[config.mk]
export PLATFORM = sky130hd
export DESIGN_NAME = uart_tx_cfg
export DESIGN_NICKNAME = d
export VERILOG_FILES = /design/src/rtl/uart_tx_cfg.sv
export SDC_FILE = /design/constraint.sdc
export NUM_CORES = 1
export LEC_CHECK = 0
export CORE_MARGIN = 4
export CORE_UTILIZATION = 49
export DETAILED_ROUTE_END_ITERATION = 7
export PLACE_DENSITY_LB_ADDON = 0.12
export SLEW_MARGIN = 20
export SYNTH_ARGS = -nofsm -noshare
export SYNTH_HDL_FRONTEND = slang
export SYNTH_SLANG_ARGS = --single-unit
[constraint.sdc]
create_clock -name i_Clock -period 5.95 [get_ports i_Clock]
set_clock_uncertainty 0.15 [all_clocks]
set_input_delay 1.785 -clock i_Clock [delete_from_list [all_inputs] [get_ports i_Clock]]
set_output_delay 1.785 -clock i_Clock [all_outputs]
set_load 0.01 [all_outputs]
[src/rtl/uart_tx_cfg.sv]
// uart_tx_cfg: runtime-configurable UART transmitter (5-9 data bits, parity, 1/2 stop, valid/ready)
module uart_tx_cfg #(
  parameter int DIV_W  = 16,
  parameter int DATA_W = 9
) (
  input  logic              i_Clock,
  input  logic              i_Rst_n,
  input  logic [DIV_W-1:0]  i_Clks_Per_Bit,
  input  logic [3:0]        i_Data_Bits,
  input  logic [1:0]        i_Parity,
  input  logic              i_Stop2,
  input  logic              i_TX_Valid,
  input  logic [DATA_W-1:0] i_TX_Data,
  output logic              o_TX_Ready,
  output logic              o_TX_Serial,
  output logic              o_TX_Active,
  output logic              o_TX_Done
);
  localparam logic [2:0] IDLE   = 3'd0;
  localparam logic [2:0] START  = 3'd1;
  localparam logic [2:0] DATA   = 3'd2;
  localparam logic [2:0] PARITY = 3'd3;
  localparam logic [2:0] STOP   = 3'd4;
  localparam logic [3:0] N_MAX  = 4'(DATA_W);
  logic [2:0]        state;
  logic [DIV_W-1:0]  cnt, d_r;
  logic [3:0]        bit_idx, n_r, n_in;
  logic [DATA_W-1:0] data_r, mask;
  logic              par_en, par_bit, stop2_r, second, bit_end;
  // clamp the requested frame width and build a mask of the bits actually sent
  always_comb begin
    n_in = i_Data_Bits < 4'd5 ? 4'd5 : (i_Data_Bits > N_MAX ? N_MAX : i_Data_Bits);
    mask = '0;
    for (int i = 0; i < DATA_W; i++) mask[i] = i < int'(n_in);
  end
  assign bit_end    = cnt == d_r - 1'b1;
  assign o_TX_Ready = state == IDLE;
  // frame sequencer: latches config on accept, then walks start/data/parity/stop
  always_ff @(posedge i_Clock) begin
    if (!i_Rst_n) begin
      state       <= IDLE;
      cnt         <= '0;
      bit_idx     <= '0;
      second      <= 1'b0;
      o_TX_Serial <= 1'b1;
      o_TX_Active <= 1'b0;
      o_TX_Done   <= 1'b0;
    end else begin
      o_TX_Done <= 1'b0;
      cnt       <= (state == IDLE || bit_end) ? '0 : cnt + 1'b1;
      case (state)
        IDLE: if (i_TX_Valid) begin
          state       <= START;
          data_r      <= i_TX_Data & mask;
          n_r         <= n_in;
          par_en      <= ^i_Parity;
          par_bit     <= (^(i_TX_Data & mask)) ^ (i_Parity == 2'b01);
          stop2_r     <= i_Stop2;
          d_r         <= i_Clks_Per_Bit == '0 ? DIV_W'(1) : i_Clks_Per_Bit;
          bit_idx     <= '0;
          second      <= 1'b0;
          o_TX_Serial <= 1'b0;
          o_TX_Active <= 1'b1;
        end
        START: if (bit_end) begin
          state       <= DATA;
          o_TX_Serial <= data_r[0];
        end
        DATA: if (bit_end) begin
          if (bit_idx == n_r - 1'b1) begin
            state       <= par_en ? PARITY : STOP;
            o_TX_Serial <= par_en ? par_bit : 1'b1;
          end else begin
            bit_idx     <= bit_idx + 1'b1;
            data_r      <= data_r >> 1;
            o_TX_Serial <= data_r[1];
          end
        end
        PARITY: if (bit_end) begin
          state       <= STOP;
          o_TX_Serial <= 1'b1;
        end
        STOP: if (bit_end) begin
          if (stop2_r && !second) second <= 1'b1;
          else begin
            state       <= IDLE;
            o_TX_Active <= 1'b0;
            o_TX_Done   <= 1'b1;
          end
        end
        default: state <= IDLE;
      endcase
    end
  end
endmodule

==> reports/qor.yml <==
via_per_inst: 5.54
drv_cap: 0
drtIter0Drc: 152
hold_violations: 0
tightest_slew_ps: 875
synth_area_leaders: "edfxtp_1, dfxtp_1, xor2_1"
clock_path_buffers: 2
status: "complete, no violations"
cts_tree: "done"
ctsResizeCount: 0
via_count: 2455
power_density_nw_per_um2: 253
holdPathEnd: "cnt[0]"
worstPathMaxFanout: 16
rows: 29
fin_crit_ps: 3990
required_ps: 5760
clock-sinks: 59
critPathKind: "reg2reg"
nets: 401
final_common_cell: "clkdlybuf4s50_1"
grt_max_degree: 25
ir_worst_vdd_mv: 0.135
ys.flop_type: "edfxtp_1"
grt_pass1_vias: 2208
avgSynthCellArea_um2: 9.66
nFillCells: 575
r2r_slack_ps: 1960
tns_ps: 0
start_kind: "flop"
die_area_um2: 8070
min_path_cells: 1
end_kind: "flop"
globalRouteOverflowTotal: 0
synth_top_area_share_pct: 29.3
diodes: 0
drive_gt1_share_pct: 8.20
maxSlewHeadroom_pct: 41.7
slew_violations: 0
die_h_um: 89.9
place_hpwl_mm: 4.74
rsz0062_at_grt: "false"
io_pins: 39
clk_pin_slew_ps: 70
syn_inst: 340
area_growth_pct: 18.3
yosysSeqAreaShare_pct: 45.7
min_period_over_period_pct: 67.0
rr_worst_depth: 8
fmax_ghz: 0.251
fp.coreArea_um2: 6420
holdCritStartpoint: "cnt[0]"
grt_usage_pct: 16.4
start_util_pct: 51.1
arrival_ps: 3800
cts_setup_buffers: 0
yosysWarnings: 0
synth_edf_count: 32
power_w: 0.000983
globalplace.congestion: 0.845
synthesis.nets: 380
ant_nets: 0
wl_per_cell_um: 14.4
first_pass_iters: 4
cts_hold_buf: 0
worstReg2RegEnd: "data_r[0]"
setup_viol: 0
ys_ff_latch: 59
synthArstFlopShare_pct: 0
cts_made_buffers: 9
portBuffers: 38
die_w_um: 89.9
drc_errors: 0
syn_area_um2: 3280
cts_root_buf: "clkbuf_8"
synth_top_area_cell: "edfxtp_1"
ys_types: 54
antenna_found_initial: 0
r2r_start: "d_r[0]"
final_cell_mix: "clkdlybuf4s50_1, edfxtp_1, nor2_1"
htreeDepth: 3
insertion_delay_ps: 340
hp-class: "reg2reg"
p_leak_nw: 1.36
grt_pass1_wl_mm: 10.6
wl_mm: 6.39
synthesized netlist by cell type, types with 4 or more instances:
master / count
a21oi_1: 7
dfxtp_1: 27
nand2_1: 21
nor4_1: 7
xnor2_1: 23
inv_1: 12
o21ai_0: 8
and3_1: 5
nor3b_1: 4
nor3_1: 12
nand3_1: 15
ha_1: 5
clkbuf_1: 25
nand2b_1: 5
nand4_1: 14
nor2b_1: 4
mux2_2: 6
nor2_1: 30
edfxtp_1: 32
xor2_1: 24
worst max-delay path by stage:
stage	start	endpoint	slack, ps	cells after the start
finish	d_r[0]	data_r[0]	1960	8
global route	d_r[0]	data_r[0]	1520	8
CTS	d_r[0]	data_r[4]	1900	8
detailed placement	i_Rst_n	d_r[0]	1750	2
global placement	i_Rst_n	d_r[0]	1810	2
floorplan	d_r[0]	data_r[0]	2660	10
per-layer routing:
metal | GRT usage, % | share of wire (%) | vias to the layer above
met1 | 22.5 | 51 | 1135
met5 | 0 | 0 | -
met4 | 3.83 | 1.0 | 0
met2 | 24.6 | 43 | 55
li1 | - | - | 1256
met3 | 6.09 | 5.3 | 9
through the flow:
step	setup WS, ps	std cells	area, um^2	util (%)	hold WS (ps)
2_1_floorplan	2660	340	3280	-	312
3_3_place_gp	1810	427	3650	56.9	342
3_5_place_dp	1750	427	3650	56.9	366
4_1_cts	1900	443	3880	60.5	381
5_1_grt	1520	443	3880	60.5	413
6_report	1960	443	3880	60.5	376
worst max-delay path, cell delays in order (launching register included):
cell	delay, ps
edfxtp_1	430
inv_1	90
ha_1	190
nor2b_1	320
a31oi_1	140
or4_1	540
nor3_1	280
nand4bb_1	550
a21oi_1	910
kinds of logic after synthesis:
group,count (synthesis),share of synthesized area [%]
AOI/OAI and AO/OA,40,8.54
and+or+nand+nor,139,23.2
xor gates and xnor gates,47,12.5
muxes,9,3.01
DFF,59,45.7
buffers and inverters,41,5.03
adders and majority gates,5,1.91
state kept, by name, indices dropped and copies added (netlist names):
| name | flops |
|---|---|
| par_en | 1 |
| o_TX_Done | 1 |
| o_TX_Serial | 1 |
| par_bit | 1 |
| state | 3 |
| d_r | 16 |
| data_r | 9 |
| n_r | 4 |
| second | 1 |
| cnt | 16 |
| o_TX_Active | 1 |
| bit_idx | 4 |
| stop2_r | 1 |
power breakdown:
part           leakage (nW)  internal [W]  switching (W)
Combinational         0.730     0.0000501      0.0000438
Sequential            0.515      0.000446      0.0000123
Clock                 0.116      0.000273       0.000158
layout make-up:
class	instances	area (um^2)	area share, %
flip-flops and latches	59	1500	38.7
repair buffers	39	388	9.99
inverters	12	45.0	1.16
clock inverters	7	106	2.74
clock buffers	9	124	3.19
well taps	77	96.3	2.48
multi-input cells	240	1620	41.8
Power figures use the tool's default switching activity.
